===== src/rtl/givens_pkg.sv =====
// givens_pkg: shared widths, row/element types, reader states and element extraction
package givens_pkg;
    localparam int N      = 4;
    localparam int ELEM_W = 8;
    localparam int ROW_W  = 32;
    typedef logic [ROW_W-1:0] row_t;
    typedef logic [ELEM_W-1:0] elem_t;
    typedef enum logic [2:0] {S_IDLE, S_READ, S_WAIT, S_PRESENT, S_DONE} state_e;
    function automatic elem_t get_elem(row_t r, logic [1:0] idx);
        return r[ROW_W-1-ELEM_W*idx -: ELEM_W];
    endfunction
endpackage


===== src/rtl/givens_rd_latency_pipe.sv =====
// givens_rd_latency_pipe: flags the cycle in which BRAM port-B data is valid after an enable
module givens_rd_latency_pipe #(
    parameter int DEPTH = 1
) (
    input  logic clk,
    input  logic rst,
    input  logic en_i,
    output logic valid_o
);
    logic [DEPTH-1:0] sr_q;
    always_ff @(posedge clk) begin
        if (rst) sr_q <= '0;
        else sr_q <= DEPTH'({sr_q, en_i});
    end
    assign valid_o = sr_q[DEPTH-1];
endmodule


===== src/rtl/givens_matrix_reader.sv =====
// givens_matrix_reader: reads the 4x4 Givens matrix from BRAM port B and streams rows over valid/ready.
// Define GIVENS_TRANSPOSE_EN to add the transpose port, row buffer and column emit phase.
module givens_matrix_reader
    import givens_pkg::*;
#(
    parameter int READ_LATENCY = 1
) (
    input  logic             clk,
    input  logic             rst,
    input  logic             start_read_givens,
`ifdef GIVENS_TRANSPOSE_EN
    input  logic             transpose,
`endif
    output logic             enb_givens,
    output logic [1:0]       addrb_givens,
    input  logic [ROW_W-1:0] doutb_givens,
    output logic [ROW_W-1:0] vec_data,
    output logic [1:0]       vec_idx,
    output logic             vec_valid,
    input  logic             vec_ready,
    output logic             busy,
    output logic             done_reading_givens
);
    state_e     state_q;
    logic [1:0] cnt_q, addr_q, idx_q;
    row_t       data_q, col_w;
    logic       tr_q, tr_in, rd_valid, cap, last;

    givens_rd_latency_pipe #(.DEPTH(READ_LATENCY)) u_pipe (
        .clk(clk), .rst(rst), .en_i(enb_givens), .valid_o(rd_valid)
    );

    assign cap  = state_q == S_WAIT && rd_valid;
    assign last = cnt_q == 2'd3;

`ifdef GIVENS_TRANSPOSE_EN
    row_t       buf_q [N];
    row_t       buf_n [N];
    logic [1:0] col_sel;
    assign tr_in   = transpose;
    // The first column is built in the same cycle row 3 arrives, so bypass doutb into the buffer view
    assign col_sel = cap ? 2'd0 : cnt_q + 2'd1;
    always_comb begin
        col_w = '0;
        for (int i = 0; i < N; i++) begin
            buf_n[i] = (cap && cnt_q == 2'(i)) ? doutb_givens : buf_q[i];
            col_w[ROW_W-1-ELEM_W*i -: ELEM_W] = get_elem(buf_n[i], col_sel);
        end
    end
    always_ff @(posedge clk) begin
        if (rst) for (int i = 0; i < N; i++) buf_q[i] <= '0;
        else if (cap && tr_q) buf_q[cnt_q] <= doutb_givens;
    end
`else
    assign tr_in = 1'b0;
    assign col_w = '0;
`endif

    always_ff @(posedge clk) begin
        if (rst) begin
            state_q <= S_IDLE;
            cnt_q   <= '0;
            addr_q  <= '0;
            idx_q   <= '0;
            data_q  <= '0;
            tr_q    <= 1'b0;
        end else begin
            case (state_q)
                S_IDLE: if (start_read_givens) begin
                    state_q <= S_READ;
                    cnt_q   <= '0;
                    addr_q  <= '0;
                    tr_q    <= tr_in;
                end
                S_READ: state_q <= S_WAIT;
                S_WAIT: if (cap) begin
                    if (!tr_q) begin
                        state_q <= S_PRESENT;
                        data_q  <= doutb_givens;
                        idx_q   <= cnt_q;
                    end else if (last) begin
                        state_q <= S_PRESENT;
                        cnt_q   <= '0;
                        data_q  <= col_w;
                        idx_q   <= '0;
                    end else begin
                        state_q <= S_READ;
                        cnt_q   <= cnt_q + 2'd1;
                        addr_q  <= cnt_q + 2'd1;
                    end
                end
                S_PRESENT: if (vec_ready) begin
                    if (last) state_q <= S_DONE;
                    else if (tr_q) begin
                        cnt_q  <= cnt_q + 2'd1;
                        data_q <= col_w;
                        idx_q  <= cnt_q + 2'd1;
                    end else begin
                        state_q <= S_READ;
                        cnt_q   <= cnt_q + 2'd1;
                        addr_q  <= cnt_q + 2'd1;
                    end
                end
                S_DONE:  state_q <= S_IDLE;
                default: state_q <= S_IDLE;
            endcase
        end
    end

    assign enb_givens          = state_q == S_READ;
    assign addrb_givens        = addr_q;
    assign vec_data            = data_q;
    assign vec_idx             = idx_q;
    assign vec_valid           = state_q == S_PRESENT;
    assign busy                = state_q != S_IDLE;
    assign done_reading_givens = state_q == S_DONE;
endmodule


===== config.mk =====
export PLATFORM = sky130hd
export DESIGN_NAME = givens_matrix_reader
export DESIGN_NICKNAME = d
export VERILOG_FILES = /design/src/rtl/givens_pkg.sv /design/src/rtl/givens_rd_latency_pipe.sv /design/src/rtl/givens_matrix_reader.sv
export SDC_FILE = /design/constraint.sdc
export NUM_CORES = 1
export LEC_CHECK = 0
export ABC_CLOCK_PERIOD_IN_PS = 1800
export CORE_UTILIZATION = 40
export CTS_BUF_LIST = sky130_fd_sc_hd__clkbuf_4 sky130_fd_sc_hd__clkbuf_8
export CTS_CLUSTER_DIAMETER = 80
export CTS_CLUSTER_SIZE = 30
export DETAILED_ROUTE_END_ITERATION = 10
export PLACE_DENSITY = 0.79
export SYNTH_ARGS = -nofsm -noshare
export SYNTH_HDL_FRONTEND = slang
export SYNTH_SLANG_ARGS = --single-unit
export TNS_END_PERCENT = 20

===== constraint.sdc =====
create_clock -name clk -period 1.8 [get_ports clk]
set_clock_uncertainty 0.15 [all_clocks]
set_input_delay 0.45 -clock clk [delete_from_list [all_inputs] [get_ports clk]]
set_output_delay 0.45 -clock clk [all_outputs]
set_load 0.05 [all_outputs]

==> metrics.cfg, run 1 <==
[setup_path]
worstSetupStartpointType=flop
end_kind=output pin
arrival_ps=1200
cp.required_ps=1200
crit_start=state_q[0]
worstPathMaxFanout=6
path_class=flop to output pin
r2r-start=state_q[0]

[logic_synthesis]
netlist_area_mm2=0.00160
synth_commonest_cells=70 x nand2_1, 42 x dfxtp_1, 34 x a21oi_1
synth_area_per_cell_um2=8.44
syn_nets=227
synth_cells=190
ys_async_sr_fraction_pct=0
ys_types=26
synth_most_common_cell=nand2_1
yosys-top-cells-area=dfxtp_1 52%, nand2_1 16%, a21oi_1 11%
post-synth-top-area-fraction_pct=52.4
yosysWarnings=0
synth_top_area_cell=dfxtp_1
ys_seq_elements=42
synth_edf_count=0
synthFlopType=dfxtp_1
yosysSeqAreaShare_pct=52.4

[finish]
num-nets-final=304
syn_to_final_growth_pct=81.4
postLayoutCoreUtil_pct=77.7
fillerInstances=265
insertedDiodeCount=0
drive_gt1_share_pct=25.1

[global_routing]
grt_pass1_wl_mm=6.43
met1_usage_pct=23.5
grt_usage_pct=19.8
grt-busiest-layer=met2
use_met2_pct=33.4
grt_max_degree=35
first_global_vias=1418
globalRouteOverflowTotal=0
antenna_found_initial=0
use_met3_pct=5.90

[floorplanning]
io_pins=76
initial_core_util_pct=42.8
fp.dieW_um=65.3
core.rowCount=22
die_height_um=65.3
die-area_mm2=0.00427
core_mm2=0.00374

[sta]
finalWorstSetupSlack_ps=-3.15
fmax_mhz=555
fin_crit_sh_pct=100
finalHoldViolCount=0
rsz0062_at_grt=yes
worst_slew_pin_slew_ps=318
setup_viol=1
max_slew_margin_pct=78.2
finalCriticalPeriod_ps=1800
fin_hold_ws_ps=339
final_max_slew_viol_count=0

[clock_tree]
cts_buffers=5
cts.sinks=42
cts_hold_buf=0
cts_tree=yes
insertion_delay_ps=290
cts_buffer_depth=2
cts-htree-levels=2
root_buffer=clkbuf_8
clkSlewWorstSetupHoldPaths_ps=70

[routing]
route.detailed.drc=0
num_vias=1529
drt-vias-per-instance=4.85
ant_nets=0
dr.pass1.iters=4
wire_per_inst_um=12.8
wirelength_mm=4.02
drt_iter0_markers=83

[power_and_ir_drop]
powerDensity_mw_per_mm2=622
ir_worst_vdd_uv=457
leakage_nw=1.06

[min_path]
hold_start=cnt_q[1]
hp-class=flop to flop

[status]
violations=setup timing
outcome=finished with violations

[run]
maxCapViolCount=0

[placement]
gp_congestion=0.730
hpwl_mm=2.79
io_buffers=75

==> state kept, by name (all words and copies together) (netlist names) <==
register	flops
vec_data	32
vec_idx	2
cnt_q	2
addrb_givens	2
state_q	3
u_pipe.valid_o	1
==> power breakdown <==
| group | internal, mW | switching (mW) | total [mW] |
|---|---|---|---|
| Sequential | 0.941 | 0.0141 | 0.955 |
| Combinational | 0.153 | 0.111 | 0.265 |
| Clock | 0.297 | 0.293 | 0.590 |
| Total | 1.39 | 0.418 | 1.81 |
==> worst max-delay path, stage by stage, from the launching register on <==
cell and delay (ps):
dfxtp_4 370, or2b_1 260, nor2_2 140, buf_12 150
==> what timing repair did <==
action,4_1_cts,5_1_grt
hold endpoints to repair,0,0
gates resized for setup,8,2
endpoints found under the setup margin,4,4
setup buffers,2,0
==> cell families after synthesis <==
family,share of synthesized area (%)
multiplexers,3.12
AO/OA/AOI/OAI,12.7
adder cells (fa/ha/maj),0.780
AND/OR/NAND/NOR,25.0
buffers and inverters,5.93
flip-flops,52.4
==> layout by cell type, fill, tap and decap left out, types with 2 or more instances in the layout <==
master and n:
nand2_1 70, nand2b_1 4, mux2i_1 5, nor2_2 2
clkdlybuf4s50_1 35, clkbuf_8 5, dfxtp_1 40, a21oi_1 34
nor3_1 2, buf_12 40, buf_4 9, clkbuf_4 2
==> through the flow <==
step / setup TNS [ps] / setup WS [ps] / std cells / cell area (µm²) / power, mW
floorplan: 0 / 31.9 / 190 / 1610 / 1.08
global placement: -533 / -136 / 306 / 2780 / 1.22
detailed placement: -619 / -161 / 306 / 2780 / 1.22
CTS: -16.1 / -9.47 / 315 / 2900 / 1.82
global route: -207 / -72.0 / 315 / 2910 / 1.89
finish: -3.15 / -3.15 / 315 / 2910 / 1.81
==> routing by layer <==
metal	part of all wire (%)	wire, µm
met5	0	0
met4	1.3	51
met3	6.3	253
met2	49	1970
met1	43	1740
==> layout make-up <==
type	instances	area [µm²]	share of cell area (%)
Sequential cell	42	846	29.1
Timing Repair Buffer	85	1230	42.4
Clock buffer	7	83.8	2.88
Multi-Input combinational cell	133	687	23.6
Tap cell	48	60.1	2.06
==> final timing paths <==
check	to	slack, ps	cells after the start
max	enb_givens	-3	3
max reg2reg	addrb_givens[1]	250	4
min	vec_idx[1]	340	2
min reg2reg	vec_idx[1]	340	2
(Power assumes the default switching activity.)
==> inputs of run 2 (changes only) <==
--- a/config.mk
+++ b/config.mk
@@ -5,6 +5,7 @@
 export SDC_FILE = /design/constraint.sdc
 export NUM_CORES = 1
 export LEC_CHECK = 0
+export ABC_AREA = 1
 export ABC_CLOCK_PERIOD_IN_PS = 1800
 export CORE_UTILIZATION = 40
 export CTS_BUF_LIST = sky130_fd_sc_hd__clkbuf_4 sky130_fd_sc_hd__clkbuf_8
==> constraint.sdc (replaced) <==
create_clock -name clk -period 1.8 [get_ports clk]
set_clock_uncertainty 0.15 [all_clocks]
set_input_delay 0.27 -clock clk [delete_from_list [all_inputs] [get_ports clk]]
set_output_delay 0.27 -clock clk [all_outputs]
set_load 0.05 [all_outputs]
==> metrics.cfg, run 2 <==
[logic_synthesis]
ys_async_sr_fraction_pct=0  ; unchanged
netlist_area_mm2=0.00159  ; -0.70%
ys_types=19  ; -27%
synth_edf_count=0  ; unchanged
synth_compound_area_share_pct=12.9  ; +0.17 points
yosys-top-cells-area=dfxtp_1 53%, nor2_1 18%, o21ai_0 9.7%
synth_top_area_cell=dfxtp_1
synth_xor_area_share_pct=0  ; unchanged
synthMuxAreaShare_pct=0  ; -3.1 points
post-synth-top-area-fraction_pct=52.8  ; +0.37 points
synth_cells=209  ; +10%
ys_seq_elements=42  ; unchanged
synth_commonest_cells=75 x nor2_1, 42 x dfxtp_1, 31 x o21ai_0
synthFlopType=dfxtp_1
synthAdderAreaFrac_pct=0.786  ; +0.0055 points
synth_most_common_cell=nor2_1
yosysSeqAreaShare_pct=52.8  ; +0.37 points
syn_nets=246  ; +8.4%
yosysWarnings=0  ; unchanged
synth_area_per_cell_um2=7.62  ; -9.7%
synth_top_family_by_area=simple AND/OR/NAND/NOR gates
synthSimpleGateAreaFrac_pct=26.4  ; +1.4 points

[floorplanning]
fp.dieW_um=65.1  ; -0.34%
core_mm2=0.00374  ; unchanged
die-area_mm2=0.00424  ; -0.69%
initial_core_util_pct=42.5  ; -0.30 points
io_pins=76  ; unchanged
die_height_um=65.1  ; -0.34%
core.rowCount=22  ; unchanged

[routing]
drt_iter0_markers=95  ; +14%
dr.pass1.iters=4  ; unchanged
drt-vias-per-instance=4.71  ; -2.9%
num_vias=1564  ; +2.3%
wirelength_mm=3.61  ; -10%
route.detailed.drc=0  ; unchanged
wire_per_inst_um=10.9  ; -15%
ant_nets=0  ; unchanged

[clock_tree]
cts_setup_buffers=0  ; -2
ctsResizeCount=0  ; -8
cts.sinks=42  ; unchanged
cts-htree-levels=2  ; unchanged
root_buffer=clkbuf_8
cts_hold_buf=0  ; unchanged
cts_buffers=5  ; unchanged
cts_buffer_depth=2  ; unchanged
clkSlewWorstSetupHoldPaths_ps=80  ; about the same
insertion_delay_ps=290  ; about the same
cts_tree=yes

[finish]
fillerInstances=338  ; +28%
drive_gt1_share_pct=20.4  ; -4.7 points
syn_to_final_growth_pct=50.9
num-nets-final=320  ; +5.3%
layout_common_cells=75 x nor2_1, 42 x dfxtp_1, 38 x buf_4
insertedDiodeCount=0  ; unchanged
final_common_cell=nor2_1
largest_reg_flops=32  ; unchanged

[setup_path]
crit_start=state_q[1]
worstSetupStartpointType=flop
arrival_ps=1210  ; about the same
rr_worst_depth=6  ; +2
r2r_end=vec_data[31]
worstPathMaxFanout=7  ; +1
cp.required_ps=1380  ; +180 ps
path_class=flop to output pin
r2r-start=state_q[0]
ff2ff_setup_slack_ps=240  ; about the same
end_kind=output pin

[sta]
finalWorstSetupSlack_ps=167  ; +170 ps
max_slew_margin_pct=48.1  ; -30 points
finalHoldViolCount=0  ; unchanged
rsz0062_at_grt=no
worst_slew_pin_slew_ps=777  ; +459 ps
final_max_slew_viol_count=0  ; unchanged
setup_viol=0  ; -1
fin_crit_sh_pct=90.7  ; -9.4 points
fmax_mhz=612  ; +10%
finalCriticalPeriod_ps=1630  ; -170 ps

[global_routing]
antenna_found_initial=0  ; unchanged
grt_pass1_wl_mm=5.66  ; -12%
grt_usage_pct=17.3  ; -2.5 points
globalRouteOverflowTotal=0  ; unchanged
first_global_vias=1303  ; -8.1%
grt_max_degree=35  ; unchanged

[power_and_ir_drop]
p_total_mw=2.65  ; +46%
leakage_nw=1.14  ; +7.5%
powerDensity_mw_per_mm2=1100  ; +77%
ir_worst_vdd_uv=977  ; +110%

[placement]
gp_congestion=0.837  ; +15%
place_ws_ps=-64.4  ; +97.0 ps
io_buffers=75  ; unchanged
hpwl_mm=2.44  ; -13%

[min_path]
hold_start=addrb_givens[0]
hold_depth=2  ; unchanged
whs_endpoint=addrb_givens[0]
hp-class=flop to flop

[run]
maxCapViolCount=0  ; unchanged

[status]
outcome=finished clean

run 2: report_power, final:
group	internal [mW]	switching, mW	total, mW
registers	1.01	0.0692	1.08
logic	0.354	0.586	0.940
clock network	0.308	0.318	0.626
run 2: logic make-up after synthesis:
kind of cell,count (synthesis)
DFF,42
AOI/OAI and AO/OA,41
adders and majority gates,1
buffers and inverters,23
and+or+nand+nor,102
run 2: through the flow:
stage          util (%)  hold WS, ps  instances  area (µm²)  TNS [ps]
2_1_floorplan         -          255        209        1600         0
3_3_place_gp       61.7          304        324        2310      -156
3_5_place_dp       61.7          308        324        2310     -1260
4_1_cts            64.2          324        332        2400         0
5_1_grt            64.2          351        332        2400         0
6_report           64.2          320        332        2400         0
run 2: layer usage:
metal | wire length [µm] | GRT usage (%) | part of all wire [%]
met5 | 0 | 0 | 0
met4 | 29 | 4.08 | 0.80
met3 | 334 | 7.47 | 9.2
met2 | 1520 | 26.2 | 42
met1 | 1730 | 22.6 | 48
run 2: worst max path at each step:
stage	to
3_3_place_gp	vec_data[1]
6_report	enb_givens
3_5_place_dp	vec_data[28]
2_1_floorplan	addrb_givens[0]
5_1_grt	vec_data[1]
4_1_cts	vec_valid
run 2: final cells by class:
| type | instances | area [µm²] | share of cell area [%] |
|---|---|---|---|
| Sequential cell | 42 | 841 | 35.0 |
| Timing Repair Buffer | 77 | 716 | 29.8 |
| Multi-Input combinational cell | 144 | 643 | 26.8 |
| Clock buffer | 6 | 82.6 | 3.44 |
| Tap cell | 48 | 60.1 | 2.50 |
| Inverter | 13 | 48.8 | 2.03 |
| Clock inverter | 2 | 12.5 | 0.521 |
run 2: critical path, cell delays in order (launching register included):
cell     delay, ps
dfxtp_1        490
inv_1           70
nand3_1        130
inv_1           90
buf_12         150
